**config.mk**
```make
export PLATFORM = sky130hd
export DESIGN_NAME = prefix_adder_pipe
export DESIGN_NICKNAME = d
export VERILOG_FILES = /design/src/rtl/prefix_adder_pkg.sv /design/src/rtl/prefix_pipe_stage.sv /design/src/rtl/prefix_adder_pipe.sv
export SDC_FILE = /design/constraint.sdc
export NUM_CORES = 1
export LEC_CHECK = 0
export ABC_AREA = 1
export BUFFER_PORTS_ARGS = -buffer_cell sky130_fd_sc_hd__buf_2
export CAP_MARGIN = 0
export CORE_UTILIZATION = 55
export DETAILED_ROUTE_END_ITERATION = 10
export HOLD_SLACK_MARGIN = 0.03
export PLACE_DENSITY = 0.86
export SETUP_SLACK_MARGIN = 0.2
export SYNTH_ARGS = -nofsm -noshare
export SYNTH_HDL_FRONTEND = slang
export SYNTH_SLANG_ARGS = --single-unit
```
**constraint.sdc**
```tcl
create_clock -name clk -period 2.5 [get_ports clk]
set_input_delay 0.125 -clock clk [delete_from_list [all_inputs] [get_ports clk]]
set_output_delay 0.125 -clock clk [all_outputs]
set_load 0.03 [all_outputs]
```
**src/rtl/prefix_adder_pkg.sv**
```systemverilog
// Shared types and lane helpers for the segmented Kogge-Stone add/subtract pipeline.
// Lane geometry is derived from the per-transaction precision code.
package prefix_adder_pkg;

    typedef enum logic [1:0] {
        PREC_8    = 2'b00,
        PREC_16   = 2'b01,
        PREC_32   = 2'b10,
        PREC_FULL = 2'b11
    } prec_e;

    // Bit k set registers the output of prefix level k (level 0 = p/g generation).
    localparam logic [5:0] DefaultPipeMask = 6'b100101;

    // Upper bound on operand width for the fixed-width lane mask helper.
    localparam int unsigned MaxAdderWidth = 1024;

    function automatic int unsigned lane_width(prec_e prec, int unsigned width);
        unique case (prec)
            PREC_8:  return 8;
            PREC_16: return 16;
            PREC_32: return 32;
            default: return width;
        endcase
    endfunction

    function automatic logic [MaxAdderWidth-1:0] lane_lsb_mask(prec_e prec, int unsigned width);
        logic [MaxAdderWidth-1:0] mask;
        int unsigned lw;
        mask = '0;
        lw   = lane_width(prec, width);
        for (int unsigned i = 0; i < MaxAdderWidth; i++) begin
            if (i < width && (i & (lw - 1)) == 0) begin
                mask[i] = 1'b1;
            end
        end
        return mask;
    endfunction

    // Lanes are power-of-two aligned, so equal upper index bits means same lane.
    function automatic logic same_lane(int i, int k, prec_e prec);
        int sh;
        if (prec == PREC_FULL) begin
            return 1'b1;
        end
        sh = 3 + int'(prec);
        return (i >> sh) == (k >> sh);
    endfunction

endpackage

```
**src/rtl/prefix_pipe_stage.sv**
```systemverilog
// Valid/ready register slice with synchronous flush of the valid bit.
// Data is only captured on a handshake, so it is held while stalled.
module prefix_pipe_stage #(
    parameter int unsigned Width = 8
) (
    input  logic             clk,
    input  logic             rst_n,
    input  logic             flush_i,
    input  logic             in_valid_i,
    output logic             in_ready_o,
    input  logic [Width-1:0] in_data_i,
    output logic             out_valid_o,
    input  logic             out_ready_i,
    output logic [Width-1:0] out_data_o
);

    logic             valid_d, valid_q;
    logic [Width-1:0] data_q;
    logic             data_en;

    assign in_ready_o  = ~valid_q | out_ready_i;
    assign data_en     = in_ready_o & in_valid_i;
    assign out_valid_o = valid_q;
    assign out_data_o  = data_q;

    always_comb begin
        valid_d = valid_q;
        if (flush_i) begin
            valid_d = 1'b0;
        end else if (in_ready_o) begin
            valid_d = in_valid_i;
        end
    end

    always_ff @(posedge clk or negedge rst_n) begin
        if (!rst_n) begin
            valid_q <= 1'b0;
            data_q  <= '0;
        end else begin
            valid_q <= valid_d;
            if (data_en) begin
                data_q <= in_data_i;
            end
        end
    end

endmodule

```
**src/rtl/prefix_adder_pipe.sv**
```systemverilog
// Pipelined lane-segmented Kogge-Stone add/subtract with valid/ready flow control.
// A register slice follows every prefix level whose PIPE_MASK bit is set.
module prefix_adder_pipe
    import prefix_adder_pkg::*;
#(
    parameter int unsigned ADDER_WIDTH = 32,
    parameter logic [$clog2(ADDER_WIDTH):0] PIPE_MASK =
        ($clog2(ADDER_WIDTH) + 1)'(DefaultPipeMask)
) (
    input  logic                     clk,
    input  logic                     rst_n,
    input  logic                     flush_i,
    input  logic                     in_valid_i,
    output logic                     in_ready_o,
    input  logic [ADDER_WIDTH-1:0]   operand_a_i,
    input  logic [ADDER_WIDTH-1:0]   operand_b_i,
    input  logic                     cin_i,
    input  logic                     sub_i,
    input  logic [1:0]               prec_i,
    output logic                     out_valid_o,
    input  logic                     out_ready_i,
    output logic [ADDER_WIDTH-1:0]   sum_o,
    output logic [ADDER_WIDTH/8-1:0] carry_o
);

    localparam int unsigned STAGE    = $clog2(ADDER_WIDTH);
    localparam int unsigned NumSlots = ADDER_WIDTH / 8;

    // Everything a transaction needs downstream travels together through each slice.
    typedef struct packed {
        logic [ADDER_WIDTH-1:0] g;
        logic [ADDER_WIDTH-1:0] p;
        logic [ADDER_WIDTH-1:0] p0;
        logic [ADDER_WIDTH-1:0] lsb;
        logic [1:0]             prec;
        logic                   cin;
    } bundle_t;

    localparam int unsigned BundleW = $bits(bundle_t);

    logic [ADDER_WIDTH-1:0]   b_eff, p_pre, lsb_pre;
    logic [MaxAdderWidth-1:0] lsb_full;
    logic                     cin_eff;
    bundle_t                  pre_d;

    assign b_eff    = operand_b_i ^ {ADDER_WIDTH{sub_i}};
    assign cin_eff  = cin_i ^ sub_i;
    assign lsb_full = lane_lsb_mask(prec_e'(prec_i), ADDER_WIDTH);
    assign lsb_pre  = lsb_full[ADDER_WIDTH-1:0];
    assign p_pre    = operand_a_i ^ b_eff;

    // Carry-in is folded into the generate of every lane LSB.
    assign pre_d = '{
        g:    (operand_a_i & b_eff) | (lsb_pre & p_pre & {ADDER_WIDTH{cin_eff}}),
        p:    p_pre,
        p0:   p_pre,
        lsb:  lsb_pre,
        prec: prec_i,
        cin:  cin_eff
    };

    if (ADDER_WIDTH < MaxAdderWidth) begin : g_unused_hi
        logic unused_lsb_hi;
        assign unused_lsb_hi = ^lsb_full[MaxAdderWidth-1:ADDER_WIDTH];
    end

    for (genvar k = 0; k <= STAGE; k++) begin : g_lvl
        bundle_t lvl_d, d_out;
        logic    v_in, v_out, r_in, r_out;

        if (k == 0) begin : g_pre
            assign v_in  = in_valid_i & ~flush_i;
            assign lvl_d = pre_d;
        end else begin : g_kogge
            localparam int Dist = 2 ** (k - 1);
            bundle_t din;

            assign v_in = g_lvl[k-1].v_out;
            assign din  = g_lvl[k-1].d_out;

            always_comb begin
                lvl_d = din;
                for (int i = Dist; i < int'(ADDER_WIDTH); i++) begin
                    if (same_lane(i, i - Dist, prec_e'(din.prec))) begin
                        lvl_d.g[i] = din.g[i] | (din.p[i] & din.g[i-Dist]);
                        lvl_d.p[i] = din.p[i] & din.p[i-Dist];
                    end
                end
            end
        end

        if (k == STAGE) begin : g_last
            assign r_in = out_ready_i;
        end else begin : g_mid
            assign r_in = g_lvl[k+1].r_out;
        end

        if (PIPE_MASK[k]) begin : g_reg
            prefix_pipe_stage #(
                .Width(BundleW)
            ) u_stage (
                .clk        (clk),
                .rst_n      (rst_n),
                .flush_i    (flush_i),
                .in_valid_i (v_in),
                .in_ready_o (r_out),
                .in_data_i  (lvl_d),
                .out_valid_o(v_out),
                .out_ready_i(r_in),
                .out_data_o (d_out)
            );
        end else begin : g_comb
            assign d_out = lvl_d;
            assign v_out = v_in;
            assign r_out = r_in;
        end
    end

    bundle_t                fin;
    logic [ADDER_WIDTH-1:0] carry_in;
    logic                   unused_fin;

    assign fin         = g_lvl[STAGE].d_out;
    assign out_valid_o = g_lvl[STAGE].v_out;
    assign in_ready_o  = g_lvl[0].r_out & ~flush_i;
    assign unused_fin  = ^{fin.p, fin.prec};

    always_comb begin
        carry_in    = '0;
        carry_in[0] = fin.cin;
        for (int i = 1; i < int'(ADDER_WIDTH); i++) begin
            carry_in[i] = fin.lsb[i] ? fin.cin : fin.g[i-1];
        end
    end

    assign sum_o = fin.p0 ^ carry_in;

    // A byte slot reports carry only when its MSB is also the MSB of its lane.
    always_comb begin
        carry_o = '0;
        for (int s = 0; s < int'(NumSlots) - 1; s++) begin
            if (fin.lsb[8*s+8]) begin
                carry_o[s] = fin.g[8*s+7];
            end
        end
        carry_o[NumSlots-1] = fin.g[ADDER_WIDTH-1];
    end

endmodule

```
* Word level (Yosys, flattened, before mapping)
Index checks and enable logic that the tools add are counted.
Cells by class: shift operators 64, equal/unequal tests 132, bitwise operators 407, muxes and demuxes 463, add/subtract/negate cells 3, reductions and logical operators 35
Operators by type and width (count):
- $eq 32x32->1 | 129
- $logic_not 32->1 | 31
- $shr 5x32->32 const A | 30
- $shr 4x32->32 const A | 16
- $mux 1 | 462
- $and 1x1->1 | 263
- $shr 3x32->32 const A | 8
- $or 1x1->1 | 132
- $shr 1x32->32 const A | 4
- $shr 2x32->32 const A | 4
- $and 32x32->32 | 3
- $xor 32x32->32 | 3
- $shr 5x3->32 const A | 2
- $or 32x32->32 | 1
- $pmux 5 s2 | 1
- $add 2x2->3 const A | 2
- $reduce_bool 2->1 | 3
- $sub 5x1->5 const B | 1
- $eq 2x2->1 const B | 2
- $not 1->1 | 4
- $eq 2x1->1 const B | 1
- $logic_not 2->1 | 1
- $xor 1x1->1 | 1
Storage, ports and cells: logic and storage cells 1110, register bits 396

* Depth between registers and ports, before layout
Gate-level depths: netlist of the first run.
depth after elaboration 11, gate-level depth with buffers 9, depth with buffers taken out 8

* Hierarchy
A second synthesis of the first run with hierarchy kept.
Unflattened totals: cell total of the unflattened synthesis 2371, area, all modules 19018.2 um2
Modules (own cells, without submodules):
- prefix_pipe_stage | instances 3, cells each 573, seq. area each 3303.2 um2, area an instance 5186.2 um2
- prefix_adder_pipe | instances 1, cells each 652, seq. area each 0.0 um2, area an instance 3459.6 um2

* Worst setup path before layout of the first run
Ideal clock, no wire load.
path kind reg-to-reg, start reg g_lvl[5].g_reg.u_stage.valid_q, end reg g_lvl[0].g_reg.u_stage.data_q[85], stages on the path, launching flop included 10, setup slack 1020 ps, clock period less this slack 1480 ps, buffers on the path 2, arrival 1362 ps, cells stage by stage dfrtp_1 -> inv_1 -> nor2_4 -> nand3_2 -> nand2_2 -> inv_2 -> buf_6 -> buf_6 -> nand2_1 -> o21ai_2
On the way: word-level cells in the longest chain between the ends 5
Ends and longest elaborated chain:
- start: declaration | RTL line prefix_pipe_stage.sv:17 | logic valid_d, valid_q;
- start signal: assignment | RTL line prefix_pipe_stage.sv:40 | valid_q <= valid_d;
- $not 1->1 | RTL line prefix_pipe_stage.sv:21 | assign in_ready_o = ~valid_q | out_ready_i;
- $or 1x1->1 (3 in a row) | RTL line prefix_pipe_stage.sv:21
- $and 1x1->1 | RTL line prefix_pipe_stage.sv:22 | assign data_en = in_ready_o & in_valid_i;
- end signal: assignment | RTL line prefix_pipe_stage.sv:42 | data_q <= in_data_i;
- end: declaration | RTL line prefix_pipe_stage.sv:18 | logic [Width-1:0] data_q;
Every way passes these cells. A chain may end at the register's enable or synchronous reset.

* Final worst setup path of the first run
start reg g_lvl[5].g_reg.u_stage.valid_q, end reg g_lvl[0].g_reg.u_stage.data_q[99]
The elaborated chain is that of the path after synthesis.

==> reports/metrics.cfg, run 1 <==
[detailed_routing]
antenna_left = 0
dr_total_vias = 9616
via_per_inst = 5.536
drtIter0Drc = 1246
drt_pass1_iterations = 8
drt-total-wl_mm = 29.32
drt-wirelength-per-cell_um = 16.88
post-route-drc-count = 0

[worst_setup_path]
cp-startpoint = g_lvl[5].g_reg.u_stage.out_valid_o
worst_r2r_path_depth = 9
worstReg2RegEnd = g_lvl[0].g_reg.u_stage.out_data_o[99]
end_kind = flop
r2r_start = g_lvl[5].g_reg.u_stage.out_valid_o
cp_data_arrival_time_ns = 2.61
critPathKind = reg -> reg
cp-start-kind = flop
cp.required_ns = 2.96
critPathCapture = g_lvl[0].g_reg.u_stage.out_data_o[99]
path_max_fanout = 124
reg2reg_slack_ns = 0.35

[clock_tree]
cts_max_path_buffers = 3
clkTransAtPathRegs_ns = 0.06
htreeDepth = 1
post_cts_buffers = 0
insertion_delay_ns = 0.52
clockRootBuffer = clkbuf_16
cts_tree = done
cts_buffers = 24
clock_sinks = 239

[cells_and_area]
drive_gt1_share_pct = 12.54
areaGrowthSynthToFinish_pct = 16.77
postLayoutCellArea_um2 = 13240
layout.nets = 1555
n_antenna_cell = 0

[grt]
grt_pass1_vias = 9233
grt_max_degree = 134
grt_pass1_wl_mm = 47.43
grt_overflow_total = 0
grt_util_all_layers_pct = 28.05
antenna_found_initial = 0

[timing]
period_minus_slack_ns = 2.147
rsz0062_at_grt = no
fmax_mhz = 465.7
setup_violations = 0
period_share_pct = 85.90
worst_pin_slew_ns = 0.5695
hold_viol = 0
fin_tns_setup_ns = 0
maxSlewHeadroom_pct = 62.03
fin_ws_ns = 0.3525
slew_viol_final = 0
fin_worst_skew_ns = 0.01864
timing.hold.ws_ns = 0.04321

[yosys]
yosys.area.top_type = dfrtp_1
synth.distinct_cells = 32
async_reset_ff_share_pct = 100.0
synth.top_cell.area_share_pct = 52.75
synthesis.area_um2 = 11340
syn_avg_cell_area_um2 = 8.622
ys_ff_latch = 239
ys_seq_area_share_pct = 52.75
syn_inst = 1315
yosys_warnings = 16
ys.flop_type = dfrtp_1
synth_fp_nets = 1420
synth_edf_count = 0
synth.top_cells.by_area = dfrtp_1 (53%), nand2_1 (13%), o21ai_0 (5.8%)

[power_and_ir_drop]
power_leakage_nw = 6.649
power_density_nw_per_um2 = 859.5
vdd_drop_max_uv = 492.0

[hold_path]
hold_path_class = in -> reg

[floorplan]
core-area_um2 = 20230
fp.dieH_um = 145.6
start_util_pct = 56.04
row_count = 52
die_area_um2 = 21190
ios = 111
die_x_um = 145.6

[placement]
place_congestion = 0.9717
dpl.hpwl_mm = 20.21
postPlaceCellArea_um2 = 12090
dp_slack_ns = 0.8187
portBuffers = 110

[flow_run]
cap_violations = 0

[outcome]
outcome = completed

[worst min-delay path by stage]
stage	from	slack, ns	cells past startpoint	endpoint
finish	operand_a_i[24]	0.04	4	g_lvl[0].g_reg.u_stage.out_data_o[123]
global placement	rst_n	0.11	1	g_lvl[5].g_reg.u_stage.out_valid_o
floorplan	rst_n	-0.17	0	g_lvl[0].g_reg.u_stage.out_data_o[0]
global route	operand_a_i[24]	0.07	4	g_lvl[0].g_reg.u_stage.out_data_o[91]
detailed placement	rst_n	0.11	1	g_lvl[0].g_reg.u_stage.out_valid_o
CTS	out_ready_i	0.03	4	g_lvl[2].g_reg.u_stage.out_valid_o
[cell families after synthesis]
| family | after synthesis | synth area share [%] |
|---|---|---|
| AO/OA/AOI/OAI | 272 | 13.18 |
| adder cells (fa/ha/maj) | 32 | 3.531 |
| XOR/XNOR | 65 | 5.021 |
| buffers and inverters | 188 | 7.449 |
| AND/OR/NAND/NOR | 519 | 18.08 |
| flip-flops | 239 | 52.75 |
[registers in the layout, indices dropped and copies added, names as in the netlist]
name,flops
g_lvl.g_reg.u_stage.out_valid_o,3
g_lvl.g_reg.u_stage.out_data_o,236
[worst max-delay path, stage by stage, from the launching register on]
cell and delay, ns:
dfrtp_1 0.37, inv_1 0.09, nor2_4 0.06, nand3_2 0.09, nand2_4 0.12, clkinv_2 0.10
buf_16 0.35, nand2_1 0.13, o211ai_1 0.17, dlygate4sd3_1 0.56
[cells in the mapped netlist (10+ instances only)]
cell      instances
clkbuf_1         14
o21ai_0         131
nor2_1           60
buf_2            18
inv_1           129
nand2_1         400
a21oi_1          50
ha_1             32
nand3_1          38
buf_4            13
dfrtp_1         239
o21ai_1          36
o21ai_2          10
xor2_1           65
a31oi_1          18
[where the power goes]
| part | total [mW] | internal (mW) | switching (mW) |
|---|---|---|---|
| Clock | 3.41 | 1.92 | 1.49 |
| Sequential | 5.18 | 4.57 | 0.606 |
| Combinational | 2.79 | 0.907 | 1.89 |
[cell type report]
type	instances	area [um2]
Inverter	133	500.5
Fill cell	1538	6994
Clock buffer	34	689.4
Timing Repair Buffer	164	1149
Clock inverter	9	52.55
Multi-Input combinational cell	888	4531
Sequential cell	239	5981
Tap cell	270	337.8
[what timing repair did]
action,4_1_cts,5_1_grt
hold endpoints to repair,133,0
setup endpoints to repair,0,1
hold buffers,40,0
gates resized for setup,0,2
[routing by layer]
layer	vias up	routed length [um]	GRT usage (%)
met5	-	0	0
met4	0	910	9.000
met3	91	2352	4.326
met2	467	13350	43.46
met1	4568	12710	40.79
li1	4490	-	-
[through the flow]
stage	instances	utilization [%]	total power [mW]
after floorplan	1315	-	6.910
after global placement	1654	59.73	7.811
after detailed placement	1654	59.73	7.912
after CTS	1737	65.37	11.38
after global routing	1737	65.43	11.91
final	1737	65.43	11.38
[cells in the final DEF, fill, tap and decap left out, types with 2 or more instances in the layout]
cell and count:
inv_1 129, nand3_1 38, clkbuf_16 25, nor2_1 59, o21ai_1 36, o21bai_1 7
clkinv_2 7, o211ai_1 4, nand2_1 400, nor2_4 2, xor2_1 65, ha_1 32
clkbuf_8 3, nand4_1 8, nor3_1 6, a21oi_1 50, o21ai_2 10, buf_12 5
dlygate4sd3_1 40, o31ai_1 9, nand2_2 2, a31oi_1 18, o21ai_0 131, o22ai_1 2
o41ai_1 2, clkbuf_1 6, dfrtp_1 239, buf_2 109, inv_2 3, clkinvlp_4 3
buf_4 8, nand2_4 2
No activity file was read; power rests on OpenSTA's default activity.
==> inputs of run 2 (changes only) <==
Settings changed: CTS_CLUSTER_SIZE set to 8, SETUP_SLACK_MARGIN 0.2 to 0.5.
==> reports/metrics.cfg, run 2 (synthesis results as in run 1) <==
[outcome]
outcome = completed

[floorplan]
die_area_um2 = 21190
fp.dieH_um = 145.6
ios = 111
row_count = 52
core-area_um2 = 20230
start_util_pct = 56.04
die_x_um = 145.6

[cells_and_area]
fin_util_pct = 66.10
final_common_cell = nand2_1
seq_area_um2 = 5981
multi_input_area_um2 = 4526
drive_gt1_share_pct = 12.68
nFillCells = 1511
layout.nets = 1562
areaGrowthSynthToFinish_pct = 17.96
largest_reg_flops = 236
final_cell_mix = nand2_1 (400), dfrtp_1 (239), o21ai_0 (131)
n_antenna_cell = 0

[timing]
hold_viol = 0
fin_worst_skew_ns = 0.02247
period_minus_slack_ns = 1.729
maxSlewHeadroom_pct = 62.04
setup_violations = 0
rsz0062_at_grt = no
worst_pin_slew_ns = 0.5694
fmax_mhz = 578.3
period_share_pct = 69.17
fin_ws_ns = 0.7706
slew_viol_final = 0
fin_tns_setup_ns = 0

[worst_setup_path]
cp-start-kind = flop
cp.required_ns = 2.88
worst_r2r_path_depth = 7
end_kind = flop
cp_data_arrival_time_ns = 2.11
critPathKind = reg -> reg
r2r_start = g_lvl[2].g_reg.u_stage.out_data_o[2]
worstReg2RegEnd = g_lvl[5].g_reg.u_stage.out_data_o[125]
reg2reg_slack_ns = 0.77
path_max_fanout = 14

[hold_path]
hold_end = g_lvl[0].g_reg.u_stage.out_data_o[123]
hold_path_class = in -> reg
hold-path-cell-count = 4
hp-start = operand_a_i[24]

[detailed_routing]
highest_layer = met5
drtIter0Drc = 1128
drt-wirelength-per-cell_um = 17.20
drt-total-wl_mm = 29.74
dr_total_vias = 9652
wl_met2_mm = 13.59
antenna_left = 0
met1_length_mm = 12.41
wl_met3_mm = 2.795
post-route-drc-count = 0
via_per_inst = 5.582
drt_pass1_iterations = 8

[grt]
antenna_found_initial = 1
grt_pass1_vias = 9448
grt_overflow_total = 0
grt_max_degree = 134
grt_util_all_layers_pct = 29.05
grt_pass1_wl_mm = 48.52

[placement]
place_congestion = 0.9717
portBuffers = 110
dp_slack_ns = 0.8187
dpl.hpwl_mm = 20.21

[power_and_ir_drop]
vdd_drop_max_uv = 401.8
power_leakage_nw = 6.723
power_density_nw_per_um2 = 905.3

[clock_tree]
cts_max_path_buffers = 3
clock_sinks = 239
clockRootBuffer = clkbuf_16
cts_buffers = 35
cts_tree = done
clkTransAtPathRegs_ns = 0.05
htreeDepth = 2
insertion_delay_ns = 0.51
post_cts_buffers = 0

[flow_run]
cap_violations = 0

-- run 2: repair_timing --
action                                 in CTS  in global routing
endpoints found under the hold margin     127                  0
hold buffers                               36                  0
gates resized for setup                     0                  0
-- run 2: how the worst max path moves through the flow --
stage	from	endpoint	slack (ns)	cells after the start
final	g_lvl[2].g_reg.u_stage.out_data_o[2]	g_lvl[5].g_reg.u_stage.out_data_o[125]	0.77	7
after global routing	g_lvl[5].g_reg.u_stage.out_valid_o	g_lvl[0].g_reg.u_stage.out_data_o[11]	0.61	8
after CTS	g_lvl[5].g_reg.u_stage.out_data_o[27]	sum_o[24]	0.76	3
after detailed placement	g_lvl[5].g_reg.u_stage.out_valid_o	g_lvl[0].g_reg.u_stage.out_data_o[99]	0.82	8
after global placement	sub_i	g_lvl[0].g_reg.u_stage.out_data_o[89]	0.88	6
after floorplan	g_lvl[5].g_reg.u_stage.out_valid_o	g_lvl[0].g_reg.u_stage.out_data_o[85]	1.02	9
-- run 2: per-layer routing --
metal / global-route usage [%] / vias to the layer above
met5: 0 / -
met4: 11.11 / 2
met3: 5.893 / 82
met2: 44.93 / 495
met1: 40.63 / 4581
li1: - / 4492
-- run 2: per-stage QoR --
| step | instance area, um2 | hold WS [ns] | power, mW | cells |
|---|---|---|---|---|
| final | 13380 | 0.04087 | 12.11 | 1729 |
| after global routing | 13380 | 0.06119 | 12.65 | 1729 |
| after CTS | 13380 | 0.04143 | 12.09 | 1729 |
| after detailed placement | 12090 | 0.1124 | 7.912 | 1654 |
| after global placement | 12090 | 0.1129 | 7.811 | 1654 |
| after floorplan | 11340 | -0.1706 | 6.910 | 1315 |
-- run 2: cell type report --
cell class	count	share of cell area [%]
well taps	270	2.526
multi-input cells	888	33.84
clock inverters	2	0.1871
inverters	133	3.742
clock buffers	37	6.763
flip-flops and latches	239	44.71
repair buffers	160	8.232
-- run 2: critical path: stages, from the launching register on --
cell and delay (ns):
dfrtp_1 0.53, nor2_2 0.33, buf_4 0.23, nor2_1 0.05, nor2_1 0.12, nand2_1 0.11, nand3_1 0.13, a21oi_1 0.09
-- run 2: where the power goes --
part | internal, mW | total (mW) | switching (mW)
clock network | 2.53 | 4.13 | 1.60
logic | 0.899 | 2.79 | 1.89
registers | 4.58 | 5.19 | 0.605
total | 8.02 | 12.1 | 4.09
